==> src/rtl/mem_pkg.sv <==
// Shared types for the memory request path.
// One request record and the in-flight limit of the tick-tock port.
package mem_pkg;

  localparam int MAX_OUTSTANDING = 2;

  typedef struct packed {
    logic [30:0]      addr;
    logic [3:0][15:0] data;
    logic [2:0]       len;
    logic             hyper;
    logic             byte_op;
    logic             write_op;
  } mem_req_t;

endpackage

==> src/rtl/memory_request_arbiter_if.sv <==
// Requester-side bundle of the memory request arbiter.
// master = requesters, slave = arbiter.
interface memory_request_arbiter_if #(
  parameter int NUM_REQ = 3
) ();
  import mem_pkg::*;

  logic [NUM_REQ-1:0]     req_valid;
  logic [NUM_REQ-1:0]     req_ready;
  mem_req_t [NUM_REQ-1:0] req;
  logic [NUM_REQ-1:0]     rsp_valid;
  logic                   rsp_fault;
  logic [7:0][15:0]       rsp_data;

  modport master (
    output req_valid, req,
    input  req_ready, rsp_valid,
    input  rsp_fault, rsp_data
  );

  modport slave (
    input  req_valid, req,
    output req_ready, rsp_valid,
    output rsp_fault, rsp_data
  );

endinterface

==> src/rtl/rr_arbiter.sv <==
// Round-robin picker: first valid at or after ptr_i wins.
// Emits one-hot grant plus its index.
module rr_arbiter #(
  parameter int N = 3,
  localparam int IW = $clog2(N)
) (
  input  logic [N-1:0]  valid_i,
  input  logic [IW-1:0] ptr_i,
  output logic [N-1:0]  grant_o,
  output logic [IW-1:0] idx_o,
  output logic          grant_valid_o
);

  logic [IW-1:0] j;

  always_comb begin
    grant_o       = '0;
    idx_o         = '0;
    grant_valid_o = 1'b0;
    j             = '0;
    for (int k = 0; k < N; k++) begin
      j = IW'((int'(ptr_i) + k) % N);
      if (!grant_valid_o && valid_i[j]) begin
        grant_valid_o = 1'b1;
        grant_o[j]    = 1'b1;
        idx_o         = j;
      end
    end
  end

endmodule

==> src/rtl/memory_request_arbiter.sv <==
// Shares the two-slot tick-tock port among NUM_REQ requesters
// and routes each completion back to its issuer.
module memory_request_arbiter
  import mem_pkg::*;
#(
  parameter int NUM_REQ = 3
) (
  input  logic                  main_clk,
  input  logic                  main_reset,
  memory_request_arbiter_if.slave rq,
  output logic [1:0]            tick_tock_phase0,
  input  logic [1:0]            tick_tock_phase2_extern,
  output logic [1:0][30:0]      tt_address,
  output logic [1:0][3:0][15:0] tt_data,
  output logic [1:0][2:0]       tt_access_length,
  output logic [1:0]            tt_is_hyperfetch,
  output logic [1:0]            tt_is_byte_op,
  output logic [1:0]            tt_is_write_op,
  input  logic                  out_soft_fault,
  input  logic [7:0][15:0]      cd_access_out_full_data
);

  localparam int TW = $clog2(NUM_REQ);

  logic [1:0]           ph0_q, ph2_q, outst;
  mem_req_t [1:0]       slot_q;
  logic [1:0][TW-1:0]   tag_q;
  logic                 wr_q, rd_q;
  logic [1:0]           cnt_q;
  logic [TW-1:0]        ptr_q, gidx;
  logic [NUM_REQ-1:0]   cand, gnt;
  logic                 gvld, cmpl, live;

  assign live  = !main_reset;
  assign outst = ph0_q - tick_tock_phase2_extern;
  assign cmpl  = live && (tick_tock_phase2_extern != ph2_q);
  assign cand  = (live && outst < 2'(MAX_OUTSTANDING))
               ? rq.req_valid : '0;

  rr_arbiter #(.N(NUM_REQ)) u_rr (
    .valid_i       (cand),
    .ptr_i         (ptr_q),
    .grant_o       (gnt),
    .idx_o         (gidx),
    .grant_valid_o (gvld)
  );

  assign rq.req_ready = gnt;
  assign rq.rsp_valid = cmpl
                      ? (NUM_REQ'(1) << tag_q[rd_q]) : '0;
  assign rq.rsp_fault = cmpl & out_soft_fault;
  assign rq.rsp_data  = cd_access_out_full_data;

  assign tick_tock_phase0 = ph0_q;

  always_comb begin
    for (int s = 0; s < 2; s++) begin
      tt_address[s]       = slot_q[s].addr;
      tt_data[s]          = slot_q[s].data;
      tt_access_length[s] = slot_q[s].len;
      tt_is_hyperfetch[s] = slot_q[s].hyper;
      tt_is_byte_op[s]    = slot_q[s].byte_op;
      tt_is_write_op[s]   = slot_q[s].write_op;
    end
  end

  // Slots are written only at issue, so in-flight slots stay put.
  always_ff @(posedge main_clk) begin
    if (main_reset) begin
      ph0_q  <= tick_tock_phase2_extern;
      ph2_q  <= tick_tock_phase2_extern;
      slot_q <= '0;
      tag_q  <= '0;
      wr_q   <= 1'b0;
      rd_q   <= 1'b0;
      cnt_q  <= '0;
      ptr_q  <= '0;
    end else begin
      ph2_q <= tick_tock_phase2_extern;
      if (gvld) begin
        slot_q[ph0_q[0]] <= rq.req[gidx];
        tag_q[wr_q]      <= gidx;
        wr_q             <= !wr_q;
        ph0_q            <= ph0_q + 2'd1;
        ptr_q <= (gidx == TW'(NUM_REQ - 1))
               ? '0 : gidx + TW'(1);
      end
      if (cmpl)
        rd_q <= !rd_q;
      cnt_q <= cnt_q + {1'b0, gvld} - {1'b0, cmpl};
    end
  end

  a_no_underflow: assert property (
    @(posedge main_clk) disable iff (main_reset)
    cmpl |-> cnt_q != 2'd0);

  a_max_outst: assert property (
    @(posedge main_clk) disable iff (main_reset)
    outst <= 2'(MAX_OUTSTANDING));

endmodule

==> src/flat_wrapper.sv <==
// flat-port wrapper written by rule: the top's interface ports become plain ports
module memory_request_arbiter_flat import mem_pkg::*;
#(
  parameter int NUM_REQ = 3
)
  (main_clk, main_reset, tick_tock_phase0, tick_tock_phase2_extern, tt_address, tt_data, tt_access_length, tt_is_hyperfetch, tt_is_byte_op, tt_is_write_op, out_soft_fault, cd_access_out_full_data, rq_req_valid, rq_req, rq_req_ready, rq_rsp_valid, rq_rsp_fault, rq_rsp_data);
  memory_request_arbiter_if #(.NUM_REQ(NUM_REQ)) rq_i ();
  input  logic main_clk;
  input  logic main_reset;
  output logic [1:0] tick_tock_phase0;
  input  logic [1:0] tick_tock_phase2_extern;
  output logic [1:0][30:0] tt_address;
  output logic [1:0][3:0][15:0] tt_data;
  output logic [1:0][2:0] tt_access_length;
  output logic [1:0] tt_is_hyperfetch;
  output logic [1:0] tt_is_byte_op;
  output logic [1:0] tt_is_write_op;
  input  logic out_soft_fault;
  input  logic [7:0][15:0] cd_access_out_full_data;
  input wire logic [$bits(rq_i.req_valid)-1:0] rq_req_valid;
  input wire logic [$bits(rq_i.req)-1:0] rq_req;
  output wire logic [$bits(rq_i.req_ready)-1:0] rq_req_ready;
  output wire logic [$bits(rq_i.rsp_valid)-1:0] rq_rsp_valid;
  output wire logic [$bits(rq_i.rsp_fault)-1:0] rq_rsp_fault;
  output wire logic [$bits(rq_i.rsp_data)-1:0] rq_rsp_data;
  assign rq_i.req_valid = rq_req_valid;
  assign rq_i.req = rq_req;
  assign rq_req_ready = rq_i.req_ready;
  assign rq_rsp_valid = rq_i.rsp_valid;
  assign rq_rsp_fault = rq_i.rsp_fault;
  assign rq_rsp_data = rq_i.rsp_data;
  memory_request_arbiter #(.NUM_REQ(NUM_REQ)) u_core (.main_clk(main_clk), .main_reset(main_reset), .rq(rq_i), .tick_tock_phase0(tick_tock_phase0), .tick_tock_phase2_extern(tick_tock_phase2_extern), .tt_address(tt_address), .tt_data(tt_data), .tt_access_length(tt_access_length), .tt_is_hyperfetch(tt_is_hyperfetch), .tt_is_byte_op(tt_is_byte_op), .tt_is_write_op(tt_is_write_op), .out_soft_fault(out_soft_fault), .cd_access_out_full_data(cd_access_out_full_data));
endmodule
==> config.mk <==
export PLATFORM = sky130hd
export DESIGN_NAME = memory_request_arbiter_flat
export DESIGN_NICKNAME = d
export VERILOG_FILES = /design/src/rtl/mem_pkg.sv /design/src/rtl/memory_request_arbiter_if.sv /design/src/rtl/rr_arbiter.sv /design/src/rtl/memory_request_arbiter.sv /design/src/flat_wrapper.sv
export SDC_FILE = /design/constraint.sdc
export NUM_CORES = 1
export LEC_CHECK = 0
export ABC_AREA = 1
export CORE_AREA = 2 2 307 309
export CTS_CLUSTER_DIAMETER = 200
export CTS_CLUSTER_SIZE = 20
export DETAILED_ROUTE_END_ITERATION = 16
export DIE_AREA = 0 0 309 311
export PLACE_DENSITY_LB_ADDON = 0.2
export SKIP_CTS_REPAIR_TIMING = 1
export SLEW_MARGIN = 20
export SYNTH_ARGS = -nofsm -noshare
export SYNTH_HDL_FRONTEND = slang
export SYNTH_SLANG_ARGS = --single-unit
==> constraint.sdc <==
create_clock -name main_clk -period 4.06 [get_ports main_clk]
set_input_delay 1.218 -clock main_clk [delete_from_list [all_inputs] [get_ports main_clk]]
set_output_delay 1.218 -clock main_clk [all_outputs]
set_load 0.03 [all_outputs]
# Word level (Yosys, flattened, before mapping)
# Cells that the tools add are included.
[word_totals]
in_bits = 439
output_inout_bits = 339
elab_cells = 103
ff_bits = 214
[op_classes]
div = 3
magnitude_cmp = 13
mux = 36
n_addsub = 5
n_bitwise = 3
reduce_logical = 15
n_eq_ne = 2
shifts = 1
[ops]
columns = ["operator", "n"]
rows = [
  ["101-bit binary-select mux with 2-bit select", 1],
  ["202-bit bitwise mux", 1],
  ["101-bit two-way mux", 2],
  ["101-bit demux with 1-bit select", 1],
  ["32-bit by 3-bit modulo with 32-bit output, second input constant", 2],
  ["3-bit by 3-bit modulo with 32-bit output, second input constant", 1],
  ["2-bit two-way mux", 9],
  ["3-bit two-way mux", 5],
  ["2-bit by 3-bit < comparator with 1-bit output, second input constant", 4],
  ["1-bit logical AND", 9],
  ["1-bit two-way mux", 9],
  ["1-bit binary-select mux with 2-bit select", 3],
  ["1-bit demux with 2-bit select", 3],
  ["2-bit by 1-bit >= comparator with 1-bit output, second input constant", 3],
  ["1-bit by 2-bit < comparator with 1-bit output, second input constant", 3],
  ["3-bit OR", 2],
  ["1-bit logical NOT", 5],
  ["2-bit by 1-bit adder with 2-bit output, second input constant", 2],
  ["4-bit bitwise mux", 1],
  ["2-bit by 1-bit adder with 3-bit output, second input constant", 1],
  ["2-bit by 2-bit adder with 3-bit output, second input constant", 1],
  ["1-bit by 2-bit left shift with 3-bit output, first input constant", 1],
  ["2-bit demux with 1-bit select", 1],
  ["2-bit equality test, second input constant", 1],
  ["other kinds (6)", 7],
]

# Depth between registers and ports, before layout
# Gate-level depths: netlist of the first run.
[depth]
depth_word = 16
mapped_depth = 21

# By module
# From an unflattened synthesis of the first run, not the netlist that was laid out.
[unflattened]
cells_unflattened = 1615
hier_area_um2 = 10921.7
[modules_own_cells]
columns = ["module", "area_each_um2", "cells_each", "instances", "seq_area_each_um2"]
rows = [
  ["memory_request_arbiter", 10601.4, 1554, 1, 4304.1],
  ["rr_arbiter", 320.3, 61, 1, 0.0],
]

# Worst setup path after synthesis of the first run
# Ideal clock, no wire load.
[synth_path]
path_type = "input-to-output"
startpoint = "input main_reset"
endpoint = "output rq_req_ready[1]"
path_slack_ns = 0.016
n_path_buf = 3
arrival_ns = 2.826
path_stages = 14
required_time_ns = 2.842
path_cell_list = "buf_2 -> inv_2 -> nand2_1 -> nor2_4 -> nand2_1 -> inv_2 -> nand3_1 -> nand2_1 -> nand2_1 -> nand2_1 -> nand2_1 -> buf_4 -> buf_2 -> o21ai_0"
[synth_between]
elab_chain_cells = 12
elab_cells_between_ends = 20
[synth_rtl]
columns = ["item", "line_no", "text"]
rows = [
  ["start, declared", "flat_wrapper.sv:9", "input logic main_reset;"],
  ["1-bit logical NOT *", "memory_request_arbiter.sv:34", "assign live = !main_reset;"],
  ["1-bit logical AND *", "memory_request_arbiter.sv:37", "assign cand = (live && outst < 2'(MAX_OUTSTANDING))"],
  ["3-bit two-way mux *", "memory_request_arbiter.sv:38", "? rq.req_valid : '0;"],
  ["1-bit binary-select mux with 2-bit select", "rr_arbiter.sv:23", "if (!grant_valid_o && valid_i[j]) begin"],
  ["1-bit two-way mux (not written as such)", "rr_arbiter.sv:23", ""],
  ["1-bit two-way mux", "rr_arbiter.sv:23", ""],
  ["1-bit logical NOT", "rr_arbiter.sv:23", ""],
  ["1-bit logical AND", "rr_arbiter.sv:23", ""],
  ["1-bit two-way mux", "rr_arbiter.sv:23", ""],
  ["1-bit logical NOT", "rr_arbiter.sv:23", ""],
  ["1-bit logical AND", "rr_arbiter.sv:23", ""],
  ["3-bit two-way mux *", "rr_arbiter.sv:23", ""],
  ["end, declared", "flat_wrapper.sv:22", "output wire logic [$bits(rq_i.req_ready)-1:0] rq_req_ready;"],
]
# Every way passes the cells marked *; elsewhere a longest branch is shown, timed or not. The select of a mux whose other input is x is not followed.

# Final worst setup path of the first run
[layout_path]
startpoint = "input tick_tock_phase2_extern[0]"
endpoint = "output rq_req_ready[0]"
[layout_between]
elab_chain_cells = 13
elab_cells_between_ends = 21
[layout_rtl]
columns = ["item", "line_no", "text"]
rows = [
  ["start, declared", "flat_wrapper.sv:11", "input logic [1:0] tick_tock_phase2_extern;"],
  ["2-bit subtractor *", "memory_request_arbiter.sv:35", "assign outst = ph0_q - tick_tock_phase2_extern;"],
  ["2-bit < comparator *", "memory_request_arbiter.sv:37", ""],
  ["1-bit logical AND *", "memory_request_arbiter.sv:37", ""],
  ["3-bit two-way mux *", "memory_request_arbiter.sv:38", ""],
  ["1-bit binary-select mux with 2-bit select", "rr_arbiter.sv:23", ""],
  ["1-bit two-way mux (not written as such)", "rr_arbiter.sv:23", ""],
  ["1-bit two-way mux", "rr_arbiter.sv:23", ""],
  ["1-bit logical NOT", "rr_arbiter.sv:23", ""],
  ["1-bit logical AND", "rr_arbiter.sv:23", ""],
  ["1-bit two-way mux", "rr_arbiter.sv:23", ""],
  ["1-bit logical NOT", "rr_arbiter.sv:23", ""],
  ["1-bit logical AND", "rr_arbiter.sv:23", ""],
  ["3-bit two-way mux *", "rr_arbiter.sv:23", ""],
]
# Marks and branches as above.

==> key figures, run 1 <==
Die
  – IO Pins: 778
  – Die area: 96100 um^2
  – Die width: 309 um
  – CORE AREA: 92770 um^2
  – Initial Util: 14.15%
  – Rows: 112
  – Die H: 311 um

Layout
  – Non-Filler Instances: 3845
  – Layout Utilization: 21.40%
  – # nets final: 3031
  – Filler cells: 10680
  – Area Overhead vs Synth: 51.23%
  – Most frequent cells in the layout: clkdlybuf4s50_1 (509), nand2_1 (427), inv_1 (422)
  – Share of layout cells above drive strength 1: 6.064%
  – Commonest non-fill, non-tap cell in the layout: clkdlybuf4s50_1

Synthesis
  – Area contributors post-synth: dfxtp_1 (32%), nand3_1 (16%), nand2_1 (12%)
  – Cell taking the most area after synthesis: dfxtp_1
  – Syn nets: 2643
  – FF+latch count, synth: 214
  – Library cells used by synthesis: 26
  – Post-Synthesis Cells: 2200
  – Synth top area share: 32.32%
  – Post-synthesis sequential area ratio: 32.78%
  – Mapped cell area: 13130 um^2
  – Syn. warnings: 0
  – Syn_area_per_cell: 5.968 um^2

Setup path
  – WP data required: 2.84 ns
  – Crit path DAT: 2.68 ns
  – Worst Path Max Fanout: 3
  – Crit path launch type: primary input
  – Critical path class: primary input to output pin
  – CP Capture Type: output pin

Status
  – Outcome: completed

Drt
  – Final ANT Viol Nets: 0
  – Post-Route WL: 61450 um
  – TritonRoute pass-1 iters: 5
  – Initial DRC count: 701
  – DRC viols: 0
  – Vias/cell: 3.618
  – Via count: 13910
  – Wire length per cell: 15.98 um

Pwr
  – Leakage: 0.009913 uW
  – PwrDens: 912.6 nW/um^2
  – Peak supply drop: 557.9 uV

Clock network
  – CTS Buf Count: 14
  – H-Tree Depth: 1
  – CTS tree: built
  – CTS sink cnt: 214
  – Clk buf depth: 3
  – Reg clk slew, reported paths: 0.10 ns
  – Clock Latency Late Sink: 0.53 ns
  – CTS root buf: clkbuf_16

STA
  – Final Max Tran Viols: 0
  – Min cycle time layout: 3.902 ns
  – Period utilisation layout: 96.10%
  – Final Hold Viols: 0
  – Skew final: 0.02194 ns
  – Worst Tran Pin Value: 0.7315 ns
  – Slew HR: 51.23%
  – Final Setup Violations: 0
  – Fmax: 256.3 MHz

Placed design
  – Dpl hpwl: 47940 um
  – Placed insts: 3824
  – Routability Congestion: 0.7969
  – Port bufs: 521

GRT
  – Global route overflow: 0
  – Vias in the first global route: 13770
  – First-pass GRT wire length: 89830 um
  – Tot GR Track Use: 12.35%
  – Antenna violations before repair: 5
  – Largest net degree at the start of global routing: 113

Run
  – Max Cap Viol: 0

Worst hold path
  – Hold Crit Class: flip-flop to flip-flop
-- cells by family (layout without fill, tap and decap cells) --
kind of cell	count (synthesis)	in the layout	share of synthesized area, %
and+or+nand+nor	1279	1279	41.05
buffers and inverters	681	1070	24.83
DFF	214	214	32.78
AOI/OAI and AO/OA	19	19	0.7528
adders and majority gates	4	4	0.3812
xor gates and xnor gates	3	3	0.2002
other	0	2	0
-- power breakdown --
group	total, uW	switching (uW)	internal [uW]	leakage, uW
logic	13400	8310	5060	0.00795
clock network	1550	878	671	0.000190
registers	3200	364	2840	0.00177
-- layer usage --
layer  up-vias  part of all wire, %  global-route usage (%)
met4         8                  3.2                   3.906
met2       400                   48                   21.58
met3       121                  8.3                   3.984
li1       7187                    -                       -
met1      6194                   40                   14.13
met5         -                0.080                       0
-- cells in the mapped netlist --
cell and count:
buf_1 9, o21ai_0 12, nand3_2 2, clkbuf_1 20, o221ai_1 1, buf_4 153
nand3_1 417, inv_1 422, buf_8 2, buf_2 62, dfxtp_1 212, ha_1 4
nand2_2 2, nand2_1 436, nor2_4 4, a21oi_1 5, inv_2 9, buf_6 4
or2_2 2, nor2_2 1, xnor2_1 3, nand4_1 3, nor3_1 4, nor2_1 408
edfxtp_1 2, o21ai_1 1
-- worst max-delay path, stage by stage --
cell and delay [ns]:
dlymetal6s2s_1 0.16, nand2_2 0.09, inv_1 0.05, nand2_2 0.08, buf_4 0.11, nand4_1 0.11, nand2_1 0.10, nand2_1 0.06
nand2_1 0.07, nand2_2 0.08, nand3_4 0.07, inv_1 0.05, nand2_1 0.05, o221ai_1 0.10, bufbuf_16 0.29
-- flip-flops by register name (all words and copies together) (netlist names), 4 cells and up --
name,flops
u_core.tt_data,128
u_core.tag_q,4
u_core.tt_access_length,6
u_core.tt_address,62
-- final cells by class --
| class | instances | area (um^2) | area share (%) |
|---|---|---|---|
| sequential | 214 | 4304 | 21.68 |
| tap | 1254 | 1569 | 7.902 |
| timing repair buffer | 622 | 6335 | 31.90 |
| clock buffer | 16 | 379.1 | 1.909 |
| antenna | 2 | 5.005 | 0.02520 |
| inverter | 431 | 1635 | 8.236 |
| multi-input combinational | 1305 | 5620 | 28.31 |
| clock inverter | 1 | 8.758 | 0.04411 |
-- worst paths after layout --
path | start | to | slack, ns | cells after the start
setup / recovery | tick_tock_phase2_extern[0] | rq_req_ready[0] | 0.16 | 15
hold / removal | u_core.rd_q | u_core.rd_q | 0.50 | 1
hold reg to reg | u_core.rd_q | u_core.rd_q | 0.50 | 1
setup reg to reg | u_core.ptr_q[0] | u_core.tt_data[77] | 1.11 | 19
-- per-stage QoR --
step	hold WS [ns]	area, um^2	worst slack [ns]	setup TNS [ns]	power, uW
floorplan	0.4494	13130	0.01570	0	11450
global placement	0.4630	19390	-0.3358	-1.140	16870
detailed placement	0.4713	19390	-0.2613	-1.110	16830
CTS	0.4962	19780	-0.2615	-0.7599	18520
global route	0.5698	19850	-0.005798	-0.005798	19980
finish	0.4978	19860	0.1584	0	18120
(Power assumes the default switching activity.)
==> run 2: changes to the inputs <==
Settings changed: CTS_CLUSTER_SIZE 20 to 40.
==> run 2 against run 1 <==
  * Core utilization shrank 0.14 points
  * Sequential cell count did not move
  * Highest routed layer unchanged
  * Non-clock buffer count did not move
  * Cell count shrank 0.10%
  * Largest cell class unchanged
  * Cell area down 0.66%
==> key figures, run 2 (same netlist as run 1, synthesis figures left out) <==
Status
  – Outcome: completed (unchanged)

Die
  – Die H: 311 um (unchanged)
  – Die width: 309 um (unchanged)
  – Die area: 96100 um^2 (unchanged)
  – Initial Util: 14.15% (unchanged)
  – CORE AREA: 92770 um^2 (unchanged)
  – IO Pins: 778 (unchanged)
  – Rows: 112 (unchanged)

Pwr
  – Power Total: 17800 uW (was 18120 uW)
  – Leakage: 0.009847 uW (was 0.009913 uW)
  – Peak supply drop: 554.3 uV (was 557.9 uV)
  – PwrDens: 902.4 nW/um^2 (was 912.6 nW/um^2)

Setup path
  – CP Capture Type: output pin (unchanged)
  – CP most frequent cell: nand2_1 (unchanged)
  – Crit path buf inv count: 5 (unchanged)
  – Crit-path slowest cell: bufbuf_16 (unchanged)
  – Top delay family on crit path: simple AND/OR/NAND/NOR gates (unchanged)
  – Worst Path Max Fanout: 3 (unchanged)
  – Cell Chain, Critical Path: dlymetal6s2s_1, nand2_2, inv_1, nand2_2, buf_4, nand4_1, nand2_1, nand2_1, nand2_1, nand2_2, nand3_4, inv_1, nand2_1, o221ai_1, bufbuf_16 (unchanged)
  – WP data required: 2.84 ns (about the same)
  – Crit path DAT: 2.69 ns (was 2.68 ns)
  – Critical path class: primary input to output pin (unchanged)
  – CP max stage delay: 0.29 ns (about the same)
  – Crit path launch type: primary input (unchanged)

Placed design
  – Dpl hpwl: 47940 um (unchanged)
  – Routability Congestion: 0.7969 (unchanged)
  – Placed cell area: 19390 um^2 (unchanged)
  – Placed insts: 3824 (unchanged)
  – Port bufs: 521 (unchanged)

STA
  – Sum Neg Setup Slack: 0 ns (unchanged)
  – Final Setup Violations: 0 (unchanged)
  – Worst Tran Pin Value: 0.6947 ns (was 0.7315 ns)
  – Period utilisation layout: 96.15% (was 96.10%)
  – Min cycle time layout: 3.904 ns (was 3.902 ns)
  – Skew final: 0.02621 ns (was 0.02194 ns)
  – Slew HR: 53.69% (was 51.23%)
  – Final Hold Viols: 0 (unchanged)
  – Final Max Tran Viols: 0 (unchanged)
  – Fmax: 256.2 MHz (was 256.3 MHz)

Layout
  – Share of layout cells above drive strength 1: 5.880% (was 6.064%)
  – Filler cells: 10690 (was 10680)
  – Area Overhead vs Synth: 50.24% (was 51.23%)
  – Commonest non-fill, non-tap cell in the layout: clkdlybuf4s50_1 (unchanged)
  – Non-Filler Instances: 3841 (was 3845)
  – # nets final: 3026 (was 3031)
  – Most frequent cells in the layout: clkdlybuf4s50_1 (509), nand2_1 (427), inv_1 (422) (unchanged)
  – Max reg flops: 128 (unchanged)
  – Layout Utilization: 21.26% (was 21.40%)
  – Post-route cell area: 19730 um^2 (was 19860 um^2)

Drt
  – Wire length per cell: 15.89 um (was 15.98 um)
  – Final ANT Viol Nets: 0 (unchanged)
  – Via count: 13860 (was 13910)
  – TritonRoute pass-1 iters: 5 (unchanged)
  – DRC viols: 0 (unchanged)
  – Vias/cell: 3.609 (was 3.618)
  – Initial DRC count: 714 (was 701)
  – Post-Route WL: 61030 um (was 61450 um)

Clock network
  – CTS Buf Count: 9 (was 14)
  – Reg clk slew, reported paths: 0.14 ns (was 0.10 ns)
  – Clock Latency Late Sink: 0.53 ns (about the same)
  – H-Tree Depth: 1 (unchanged)
  – Clk buf depth: 3 (unchanged)
  – CTS tree: built (unchanged)
  – CTS sink cnt: 214 (unchanged)
  – CTS root buf: clkbuf_16 (unchanged)

GRT
  – Tot GR Track Use: 12.26% (was 12.35%)
  – Global route overflow: 0 (unchanged)
  – Largest net degree at the start of global routing: 113 (unchanged)
  – Vias in the first global route: 13750 (was 13770)
  – First-pass GRT wire length: 89340 um (was 89830 um)
  – Antenna violations before repair: 5 (unchanged)

Worst hold path
  – Hold Crit Class: flip-flop to flip-flop (unchanged)

Run
  – Max Cap Viol: 0 (unchanged)
## run 2: cell count changes in the layout (fill, tap and decap cells not counted)
| cell | delta |
|---|---|
| clkinv_4 | -1 |
| clkbuf_1 | +1 |
| inv_6 | +1 |
| clkinv_8 | +1 |
| clkbuf_16 | -6 |
## run 2: worst paths after layout
kind,endpoint,startpoint,slack (ns),depth (start not counted)
worst max register to register,u_core.tt_data[77],u_core.ptr_q[0],1.13,19
worst max-delay path,rq_req_ready[0],tick_tock_phase2_extern[0],0.16,15
worst min-delay path,u_core.rd_q,u_core.rd_q,0.50,1
worst min register to register,u_core.rd_q,u_core.rd_q,0.50,1
## run 2: final cells by class
type	instances	area, um^2	area share, %
well taps	1254	1569	7.954
multi-input cells	1305	5620	28.49
inverters	431	1635	8.290
repair buffers	622	6335	32.11
clock inverters	2	25.02	0.1269
flip-flops and latches	214	4304	21.82
diodes	2	5.005	0.02537
clock buffers	11	232.7	1.180
## run 2: report_power, final
group          internal (uW)  switching (uW)
clock network            427             810
registers               2840             364
logic                   5060            8310
total                   8320            9480
## run 2: metal layers
metal | up-vias | global-route usage, % | share of wire [%]
met5 | - | 0 | 0.11
met4 | 10 | 3.839 | 3.1
met3 | 119 | 3.712 | 7.9
met2 | 399 | 21.56 | 48
met1 | 6163 | 14.07 | 40
li1 | 7172 | - | -
## run 2: per-stage QoR
| step | worst slack (ns) | hold slack (ns) |
|---|---|---|
| final | 0.1565 | 0.5046 |
| after global routing | -0.005798 | 0.5742 |
| after CTS | -0.2615 | 0.5042 |
| after detailed placement | -0.2613 | 0.4713 |
| after global placement | -0.3358 | 0.4630 |
| after floorplan | 0.01570 | 0.4494 |
==> RTL edit: new RTL, flow settings as in run 1 <==
`NUM_REQ` is set to 3 in 3 places; all go to 2.
--- a/src/rtl/memory_request_arbiter_if.sv
+++ b/src/rtl/memory_request_arbiter_if.sv
@@ -1,7 +1,7 @@
 // Requester-side bundle of the memory request arbiter.
 // master = requesters, slave = arbiter.
 interface memory_request_arbiter_if #(
-  parameter int NUM_REQ = 3
+  parameter int NUM_REQ = 2
 ) ();
   import mem_pkg::*;
 
--- a/src/rtl/memory_request_arbiter.sv
+++ b/src/rtl/memory_request_arbiter.sv
@@ -3,7 +3,7 @@
 module memory_request_arbiter
   import mem_pkg::*;
 #(
-  parameter int NUM_REQ = 3
+  parameter int NUM_REQ = 2
 ) (
   input  logic                  main_clk,
   input  logic                  main_reset,
--- a/src/flat_wrapper.sv
+++ b/src/flat_wrapper.sv
@@ -1,7 +1,7 @@
 // flat-port wrapper written by rule: the top's interface ports become plain ports
 module memory_request_arbiter_flat import mem_pkg::*;
 #(
-  parameter int NUM_REQ = 3
+  parameter int NUM_REQ = 2
 )
   (main_clk, main_reset, tick_tock_phase0, tick_tock_phase2_extern, tt_address, tt_data, tt_access_length, tt_is_hyperfetch, tt_is_byte_op, tt_is_write_op, out_soft_fault, cd_access_out_full_data, rq_req_valid, rq_req, rq_req_ready, rq_rsp_valid, rq_rsp_fault, rq_rsp_data);
   memory_request_arbiter_if #(.NUM_REQ(NUM_REQ)) rq_i ();
Interface: changed (resized rq_req, rq_req_ready, rq_req_valid and rq_rsp_valid); port bits go from 778 to 674. No check against the original RTL was run, so the function may have changed too.
==> RTL edit against run 1 <==
Setup slack gained 52 ps; cell count down 14%; synthesized area is 15% lower; final area down 18%; global-route usage shrank 2.6 points; sequential cell count fell by 3; sequential share of layout area grew 4.4 points; routed wire length fell by 20%.
Power is not compared: it rests on default switching activity, and its combinational part moved more than twofold at a synthesized area within 25%.
==> RTL edit: results <==
[detailed_routing]
drt_wl_total_microns = 48900
num_vias = 11000
drtIter0Drc = 504

[synthesis]
synth.area.top_cells = "dfxtp_1 38%, nand2_1 21%, nor2_1 14%, buf_4 8.8%, inv_1 7.1%"
synth_compound_area_frac = 0.00741
netlist_top_cells_count = "624 x nand2_1, 407 x nor2_1, 212 x inv_1"
yosysSeqAreaShare = 0.381
synthAdderAreaFrac = 0
yosys.area_share.xor_xnor = 0.00236
synth_cell_types = 19
synth_fp_nets = 2155

[grt]
use_met3 = 0.0340
met1_usage = 0.113
grt_usage = 0.0976
grt_pass1_wl_microns = 71000
grt_max_degree = 118
met2_usage = 0.165
antenna_found_initial = 10

[placed_design]
dp_hpwl_microns = 35300
place_area_sq_um = 15900
portBuffers = 417
gp_congestion = 0.715

[run_status]
status = "complete, no violations"

[timing]
worst_pin_slew_ps = 758
worst_clock_skew_ps = 16.7

[finish]
nets = 2388

[setup_path]
arrival_ps = 2630
crit_slowest_cell = "clkdlybuf4s50_1"
crit_family = "buffers and inverters"
crit_fanout = 4

[power_and_ir_drop]
peakVddDrop_uv = 194
## RTL edit: layout make-up
type                            instances  area (sq um)
Clock buffer                           16           379
Inverter                              215           815
Tap cell                             1254          1570
Clock inverter                          1          11.3
Antenna cell                            2          5.00
Fill cell                           10800         76500
Sequential cell                       211          4240
Multi-Input combinational cell       1153          4670
Timing Repair Buffer                  456          4600
## RTL edit: path summary, 6_finish.rpt
kind                                                 start            endpoint  slack, ps  cells after the start
worst max-delay path            tick_tock_phase2_extern[0]     rq_req_ready[0]        210                     10
worst min-delay path                       u_core.tag_q[0]     u_core.tag_q[0]        470                      2
worst max register to register  u_core.tick_tock_phase0[0]  u_core.tt_data[94]       1490                     13
worst min register to register             u_core.tag_q[0]     u_core.tag_q[0]        470                      2
## RTL edit: metrics by stage
stage / setup TNS [ps] / total power (W) / setup slack, ps / instances / hold WS, ps
floorplan: 0 / 0.00356 / 536 / 1818 / 422
global placement: -3.59 / 0.00420 / -3.59 / 3287 / 444
detailed placement: 0 / 0.00419 / 52.4 / 3287 / 453
CTS: 0 / 0.00585 / 39.2 / 3304 / 467
global route: 0 / 0.00604 / 112 / 3306 / 473
finish: 0 / 0.00564 / 211 / 3308 / 466
## RTL edit: routing by layer
| metal | vias to the layer above | wire length, microns |
|---|---|---|
| met3 | 117 | 4160 |
| met5 | - | 75 |
| met2 | 335 | 22700 |
| met1 | 4805 | 20100 |
| met4 | 10 | 1790 |
| li1 | 5720 | - |
## RTL edit: cell families (layout without fill, tap and decap cells)
family,after synthesis,after routing
DFF,211,211
AOI/OAI and AO/OA,14,14
and+or+nand+nor,1136,1136
buffers and inverters,454,688
other,0,2
xor gates and xnor gates,3,3
